File: src/rtl/fc2_lii_packer.sv
// fc2_lii_packer: buffers the activation, weight and bias byte streams in
// separate lane FIFOs and joins one byte from each into a single PW-bit LII
// beat for the fc2 stage's p0 input channel.

// Single-lane circular FIFO, DEPTH x 8 bits, with an explicit occupancy count.
module fc2_lii_lane_fifo #(
  parameter int DEPTH = 4
) (
  input  logic       aclk,
  input  logic       arstn,
  input  logic [7:0] push_data,
  input  logic       push_valid,
  output logic       push_ready,
  input  logic       pop,
  output logic [7:0] pop_data,
  output logic       not_empty
);

  localparam int AW = $clog2(DEPTH);
  localparam int CW = AW + 1;

  logic [7:0]    mem [DEPTH];
  logic [AW-1:0] wr_ptr;
  logic [AW-1:0] rd_ptr;
  logic [CW-1:0] count;
  logic          push;

  // Ready comes only from the registered count, so a full lane stays
  // not-ready even in a cycle where the join pops it.
  assign push_ready = (count != CW'(DEPTH));
  assign push       = push_valid & push_ready;
  assign pop_data   = mem[rd_ptr];
  assign not_empty  = (count != '0);

  // Storage write; the pointers and count fully define what is valid.
  // NOTE: the data array is deliberately left out of reset -- stale contents
  // are never observable because reads are gated by the occupancy count.
  always_ff @(posedge aclk) begin
    if (push) begin
      mem[wr_ptr] <= push_data;
    end
  end

  // Pointer and occupancy update; pointers wrap naturally since DEPTH is 2^AW.
  // NOTE: sequential state uses non-blocking assignments so every register
  // samples pre-edge values regardless of statement order.
  always_ff @(posedge aclk or negedge arstn) begin
    if (!arstn) begin
      wr_ptr <= '0;
      rd_ptr <= '0;
      count  <= '0;
    end else begin
      if (push) wr_ptr <= wr_ptr + 1'b1;
      if (pop)  rd_ptr <= rd_ptr + 1'b1;
      case ({push, pop})
        2'b10:   count <= count + 1'b1;
        2'b01:   count <= count - 1'b1;
        default: count <= count;
      endcase
    end
  end

endmodule

// Top level: three lane FIFOs feeding a single registered output beat.
module fc2_lii_packer #(
  parameter int       PW     = 64,
  parameter int       DEPTH  = 4,
  parameter bit [7:0] SRC_ID = 8'h00,
  parameter bit [7:0] DST_ID = 8'h00
) (
  input  logic          aclk,
  input  logic          arstn,
  input  logic [7:0]    in_s_tdata,
  input  logic          in_s_tvalid,
  output logic          in_s_tready,
  input  logic [7:0]    weight_s_tdata,
  input  logic          weight_s_tvalid,
  output logic          weight_s_tready,
  input  logic [7:0]    bias_s_tdata,
  input  logic          bias_s_tvalid,
  output logic          bias_s_tready,
  output logic [PW-1:0] lii_out_p0_tdata,
  output logic          lii_out_p0_tvalid,
  input  logic          lii_out_p0_tready,
  output logic [7:0]    lii_out_p0_src,
  output logic [7:0]    lii_out_p0_dst,
  output logic [31:0]   beat_count
);

  logic [7:0] in_byte;
  logic [7:0] weight_byte;
  logic [7:0] bias_byte;
  logic       in_avail;
  logic       weight_avail;
  logic       bias_avail;
  logic       out_free;
  logic       join_fire;
  logic       beat_taken;

  assign lii_out_p0_src = SRC_ID;
  assign lii_out_p0_dst = DST_ID;

  // The output slot is free when empty or being drained this cycle; a join
  // needs a byte on every lane plus a free slot, and pops all three lanes.
  assign out_free   = !lii_out_p0_tvalid | lii_out_p0_tready;
  assign join_fire  = in_avail & weight_avail & bias_avail & out_free;
  assign beat_taken = lii_out_p0_tvalid & lii_out_p0_tready;

  fc2_lii_lane_fifo #(.DEPTH(DEPTH)) u_in_fifo (
    .aclk       (aclk),
    .arstn      (arstn),
    .push_data  (in_s_tdata),
    .push_valid (in_s_tvalid),
    .push_ready (in_s_tready),
    .pop        (join_fire),
    .pop_data   (in_byte),
    .not_empty  (in_avail)
  );

  fc2_lii_lane_fifo #(.DEPTH(DEPTH)) u_weight_fifo (
    .aclk       (aclk),
    .arstn      (arstn),
    .push_data  (weight_s_tdata),
    .push_valid (weight_s_tvalid),
    .push_ready (weight_s_tready),
    .pop        (join_fire),
    .pop_data   (weight_byte),
    .not_empty  (weight_avail)
  );

  fc2_lii_lane_fifo #(.DEPTH(DEPTH)) u_bias_fifo (
    .aclk       (aclk),
    .arstn      (arstn),
    .push_data  (bias_s_tdata),
    .push_valid (bias_s_tvalid),
    .push_ready (bias_s_tready),
    .pop        (join_fire),
    .pop_data   (bias_byte),
    .not_empty  (bias_avail)
  );

  // Output beat register: load on join, clear valid when drained with no
  // replacement, otherwise hold (covers the stalled tvalid & !tready case).
  always_ff @(posedge aclk or negedge arstn) begin
    if (!arstn) begin
      lii_out_p0_tdata  <= '0;
      lii_out_p0_tvalid <= 1'b0;
    end else if (join_fire) begin
      lii_out_p0_tdata  <= {{(PW-24){1'b0}}, bias_byte, weight_byte, in_byte};
      lii_out_p0_tvalid <= 1'b1;
    end else if (lii_out_p0_tready) begin
      lii_out_p0_tvalid <= 1'b0;
    end
  end

  // Count every beat accepted downstream; wraps at 2^32.
  always_ff @(posedge aclk or negedge arstn) begin
    if (!arstn) begin
      beat_count <= '0;
    end else if (beat_taken) begin
      beat_count <= beat_count + 32'd1;
    end
  end

endmodule

File: config.mk
export PLATFORM = sky130hd
export DESIGN_NAME = fc2_lii_packer
export DESIGN_NICKNAME = d
export VERILOG_FILES = /design/src/rtl/fc2_lii_packer.sv
export SDC_FILE = /design/constraint.sdc
export NUM_CORES = 1
export LEC_CHECK = 0
export CAP_MARGIN = 40
export CORE_MARGIN = 2
export CORE_UTILIZATION = 50
export CTS_CLUSTER_DIAMETER = 50
export DETAILED_ROUTE_END_ITERATION = 10
export GPL_TIMING_DRIVEN = 0
export PLACE_DENSITY = 0.75
export RECOVER_POWER = 100
export SYNTH_ARGS = -nofsm -noshare
export SYNTH_HDL_FRONTEND = slang
export SYNTH_HIERARCHICAL = 1
export SYNTH_SLANG_ARGS = --single-unit
File: constraint.sdc
create_clock -name aclk -period 5.9 [get_ports aclk]
set_clock_uncertainty 0.1 [all_clocks]
set_input_delay 0.885 -clock aclk [delete_from_list [all_inputs] [get_ports aclk]]
set_output_delay 0.885 -clock aclk [all_outputs]
set_load 0.02 [all_outputs]
==> Word-level counts from Yosys, hierarchy flattened <==
Memories as Yosys holds them, arrays and structs flattened. A register that Yosys moved wholly into a read port is not among the register bits.
Index checks and enable logic that the tools add are counted.
Widths: inputs -> output; s select.
{ "totals": {"mem_bits_rw": 96, "mem_count": 3, "out_inout_bits": 116, "romBits": 0, "latchBits": 0, "regBits": 54} }
{ "memory_table": {"columns": ["name", "depth", "width", "rd", "rd_clocked_by_memory_dff", "wr", "line", "source"], "rows": [
  ["u_bias_fifo.mem", 4, 8, 1, 1, 1, "22", "logic [7:0] mem [DEPTH];"],
  ["u_in_fifo.mem", 4, 8, 1, 1, 1, "22", null],
  ["u_weight_fifo.mem", 4, 8, 1, 1, 1, "22", null]
]} }
{ "op_classes": {"eq_ne": 9, "n_reduce_logical": 11, "shifts": 0, "div_mod_pow": 0, "bitwise": 8, "mux": 11, "order_cmp": 0, "addsub": 13, "mul": 0} }
{ "ops": {"columns": ["cell", "count"], "rows": [
  ["$add 32x1->32 const B", 1],
  ["$pmux 3 s2", 3],
  ["$add 2x1->2 const B", 6],
  ["$add 3x1->3 const B", 3],
  ["$ne 3x3->1 const B", 3],
  ["$reduce_bool 3->1", 3],
  ["$sub 3x1->3 const B", 3],
  ["$mux 1", 8],
  ["$reduce_bool 2->1", 4],
  ["$and 1x1->1", 7],
  ["$eq 2x1->1 const B", 3],
  ["$eq 2x2->1 const B", 3],
  ["$logic_not 1->1", 4],
  ["$or 1x1->1", 1]
]} }

==> Longest topological paths before layout <==
{ "logic_depth": {"word_depth": 6, "ltp_mapped": 9, "ltp_nobuf": 8} }

==> Modules after synthesis <==
The synthesis kept the hierarchy.
{ "by_module_without_submodules": {"columns": ["mod", "area_per_inst_um2", "seq_area_each_um2", "instances", "cells_each"], "rows": [
  ["fc2_lii_lane_fifo", 1562.7, 1136.1, 3, 75],
  ["fc2_lii_packer", 2850.2, 1426.4, 1, 240]
]} }

==> Worst setup path before layout <==
OpenSTA, ideal clock, no wires.
{ "synth_path": {"kind": "input to register", "startpoint": "input port lii_out_p0_tready", "endpoint": "register u_bias_fifo.count[1]", "cell_stages": 6, "t_required_ps": 5675, "slack_ps": 3110, "arrival_ps": 2565, "cell_sequence": "inv_1 a21oi_1 buf_2 ha_1 fa_1 mux2_2"} }
{ "synth_via": {"elab_chain_len": 4, "word_cells_on_any_way": 6, "cone_classes": "eq/ne (2); mux (1); bitwise (2); reduce/logical (1)"} }
{ "synth_rtl": {"columns": ["element", "line", "source"], "rows": [
  ["start, declared", "85", "input logic lii_out_p0_tready,"],
  ["$or 1x1->1 (*)", "106", "assign out_free = !lii_out_p0_tvalid | lii_out_p0_tready;"],
  ["$and 1x1->1 (*)", "107", "assign join_fire = in_avail & weight_avail & bias_avail & out_free;"],
  ["named net join_fire", "98", "logic join_fire;"],
  ["$eq 2x1->1 / $eq 2x2->1 (equally long branches)", "55", "case ({push, pop})"],
  ["$pmux 3 s2 / $reduce_bool 2->1 (equally long branches)", null, null],
  ["end signal, assigned", "56", "2'b10: count <= count + 1'b1;"],
  ["end signal, assigned", "57", "2'b01: count <= count - 1'b1;"],
  ["end signal, assigned", "58", "default: count <= count;"],
  ["end, declared", "25", "logic [CW-1:0] count;"]
]} }
The timed path passes the listed nets; every way through them passes the cells marked *.
A chain may end at the register's enable or synchronous reset.

==> Worst setup path in the final report <==
{ "layout_path": {"startpoint": "input port lii_out_p0_tready", "endpoint": "register u_in_fifo.count[1]"} }
{ "layout_via": {"elab_chain_len": 4, "word_cells_on_any_way": 6, "cone_classes": "eq/ne (2); mux (1); bitwise (2); reduce/logical (1)"} }
{ "layout_rtl": {"columns": ["element", "line"], "rows": [
  ["$or 1x1->1 (*)", "106"],
  ["$and 1x1->1 (*)", "107"],
  ["named net join_fire", "98"],
  ["$eq 2x1->1 / $eq 2x2->1 (equally long branches)", "55"],
  ["$pmux 3 s2 / $reduce_bool 2->1 (equally long branches)", null],
  ["end signal, assigned", "56"],
  ["end signal, assigned", "57"],
  ["end signal, assigned", "58"],
  ["end, declared", "25"]
]} }
Marks and branches as above.

==> reports/metrics.yaml <==
status: "complete, but fails checks"
violations: "capacitance limit, slew limit"
ant_nets: 0
synth_area_sq_um: 7538
antenna_found_initial: 0
path_clk_slew_ns: 0.06
p_seq_share_pct: 41.0
portBuffers: 89
dp_slack_ns: 1.896
areaGrowthSynthToFinish_pct: 24.63
yosysWarningCount: 6
cts.sinks: 174
core-area_sq_um: 14640
diodes: 0
routed_wl_mm: 12.92
ys.flop_type: "edfxtp_1"
grt_util_all_layers_pct: 17.19
p_leak_nw: 3.975
critPathMaxStageDelay_ns: 0.93
r2r_start: "u_bias_fifo/count[0]"
fin_ws_ns: 1.892
muxShareOfSynthArea_pct: 11.95
maxSlewHeadroom_pct: -65.68
cts_max_path_buffers: 2
hold_start: "beat_count[31]"
grt_pass1_vias: 4127
ys_types: 35
cp_num_buf_inv: 3
cp.arrival_ns: 4.20
die_area_sq_um: 16080
synth-edff-count: 96
io_pins: 146
synth_fa_ha_area_share_pct: 3.452
hpwl_mm: 9.186
hold_viol_final: 0
cts_resized: 0
internal-power_w: 0.003031
critPathMaxFanout: 18
cp-end-kind: "register"
die_w_um: 126.8
postSynthCellCount: 465
power_w: 0.004388
clk_latency_ns: 0.41
crit_path_start_kind: "input pin"
grt_pass1_wl_mm: 21.09
rows: 44
crit_family: "buffers and inverters"
hold_buffers: 0
p_switching_w: 0.001358
worstPathRequired_ns: 6.09
post_drt_wl_per_cell_um: 15.65
cts_tree: "yes"
slew_violations: 41
worst_slew_pin_slew_ns: 2.485
htree_levels: 4
place.gp.congestion: 0.8096
fin_crit_ns: 4.008
nets: 678
grt_max_degree: 42
p_clk_share_pct: 24.9
netSwitchingFraction_pct: 30.94
viasPerCell: 4.958
holdCritPathClass: "register to register"
vias: 4095
cts_made_buffers: 17
vdd_ir_drop_max_mv: 0.2468
drcViolationCount: 0
synth-compound-area-share_pct: 0.1328
powerDensity_nw_per_um2: 467.1
fp.dieH_um: 126.8
rsz0062_at_grt: "no"
path_class: "input pin to register"
post_cts_buffers: 0
tns_ns: 0
ys_ff_latch: 174
min_period_over_period_pct: 67.93
drive_gt1_share_pct: 24.14
p_comb_share_pct: 34.1
synth_xor_area_share_pct: 5.693
max_cap_viol_count: 2
synth_top_family_by_area: "multiplexers"
drt_iter0_markers: 196
overflow: 0
async_flop_share_pct: 44.83
crit_slowest_cell: "clkbuf_1"
firstDrtPassIters: 4
initial_core_util_pct: 51.48
setup_viol: 0
synth.avg_cell_area_sq_um: 16.21
crit_start: "lii_out_p0_tready"
ys_seq_area_share_pct: 64.13
worstPathCellList: "dlygate4sd3_1 > inv_1 > a21oi_1 > clkbuf_1 > ha_1 > fa_1 > mux2_2"
fmax_mhz: 249.5
synthSimpleGateAreaFrac_pct: 7.768
cts.root.buffer_cell: "clkbuf_16"
## path summary, 6_finish.rpt
kind                                                end  cells after the start  slack [ns]
worst min-delay path                     beat_count[31]                      1        0.37
worst max-delay path                 u_in_fifo/count[1]                      7        1.89
worst min register to register           beat_count[31]                      1        0.37
min in group asynchronous       u_weight_fifo/wr_ptr[0]                      1        1.13
worst max register to register       u_in_fifo/count[1]                      7        2.31
max in group asynchronous                beat_count[16]                      1        3.14
## layer usage
| metal | GRT usage, % | wire (um) |
|---|---|---|
| met1 | 21.56 | 5467 |
| met2 | 29.35 | 6776 |
| met3 | 3.585 | 534 |
| met4 | 7.175 | 145 |
| met5 | 0 | 0 |
## cells by family after synthesis
family	Yosys count
flops	174
simple gates	86
buf+inv	79
mux	55
xor+xnor	49
fa+ha+maj	19
compound gates	2
other cells	1
## layout make-up
type,instances,area (sq um)
Tap cell,184,230.2
Clock buffer,19,452.9
Multi-Input combinational cell,267,2322
Inverter,14,52.55
Sequential cell,174,4835
Fill cell,1062,5249
Timing Repair Buffer,90,904.6
Buffer,65,459.2
Clock inverter,13,138.9
## flip-flops by register name, indices dropped and copies added, names as in the netlist
register	count
u_in_fifo/mem	32
u_bias_fifo/count	3
beat_count	32
lii_out_p0_tdata	24
u_in_fifo/count	3
lii_out_p0_tvalid	1
u_weight_fifo/count	3
u_in_fifo/rd_ptr	2
u_bias_fifo/wr_ptr	2
u_bias_fifo/rd_ptr	2
u_weight_fifo/wr_ptr	2
u_bias_fifo/mem	32
u_in_fifo/wr_ptr	2
u_weight_fifo/rd_ptr	2
u_weight_fifo/mem	32
## Yosys cell counts (2+ instances only)
cell type / n / area share (%)
or3_2: 3 / 0.30
buf_2: 6 / 0.40
buf_4: 56 / 5.6
xnor2_1: 30 / 3.5
and4_1: 4 / 0.46
mux4_2: 24 / 7.2
dfrtp_1: 78 / 26
and3_1: 7 / 0.58
inv_1: 14 / 0.70
nand4_1: 9 / 0.75
ha_1: 16 / 2.7
nand2_1: 12 / 0.60
nor2_1: 7 / 0.35
edfxtp_1: 96 / 38
mux2_2: 28 / 4.2
nor3_1: 2 / 0.13
xor2_1: 19 / 2.2
nand3_1: 12 / 0.80
and2_4: 3 / 0.35
and3_2: 12 / 1.2
fa_1: 3 / 0.80
mux2_4: 3 / 0.60
nor4_2: 5 / 0.83
clkbuf_1: 3 / 0.15
or3b_4: 3 / 0.45
## power by group through the flow
stage | logic [W] | clock network, W | registers [W]
after CTS | 0.00158 | 0.00112 | 0.00181
after global placement | 0.00151 | 0 | 0.00181
final | 0.00150 | 0.00109 | 0.00180
after detailed placement | 0.00157 | 0 | 0.00183
after global routing | 0.00162 | 0.00117 | 0.00184
after floorplan | 0.000957 | 0 | 0.00192
## cells in the final DEF, fill, tap and decap left out, drive strengths merged
master	count
or4	1
ha	16
bufinv	2
nand3	13
fa	3
inv	15
clkinvlp	4
clkbuf	25
conb	56
nand2	12
and2	4
mux4	24
mux2	31
and4	4
clkinv	6
or3b	3
nor3	3
edfxtp	96
o21ai	1
nand4	10
dlygate4sd3	88
nor2	7
and3	19
a21oi	1
buf	61
or3	3
dfrtp	78
xor2	19
xnor2	30
nor4	7
## stage by stage
stage / cell area, sq um / hold slack (ns) / utilization [%] / cells
2_1_floorplan: 7745 / 0.3473 / - / 520
3_5_place_dp: 8884 / 0.3758 / 60.66 / 794
5_1_grt: 9395 / 0.3882 / 64.16 / 826
4_1_cts: 9475 / 0.3843 / 64.70 / 826
6_report: 9395 / 0.3715 / 64.16 / 826
3_3_place_gp: 8866 / 0.3621 / 60.54 / 793
Power figures use the tool's default switching activity.
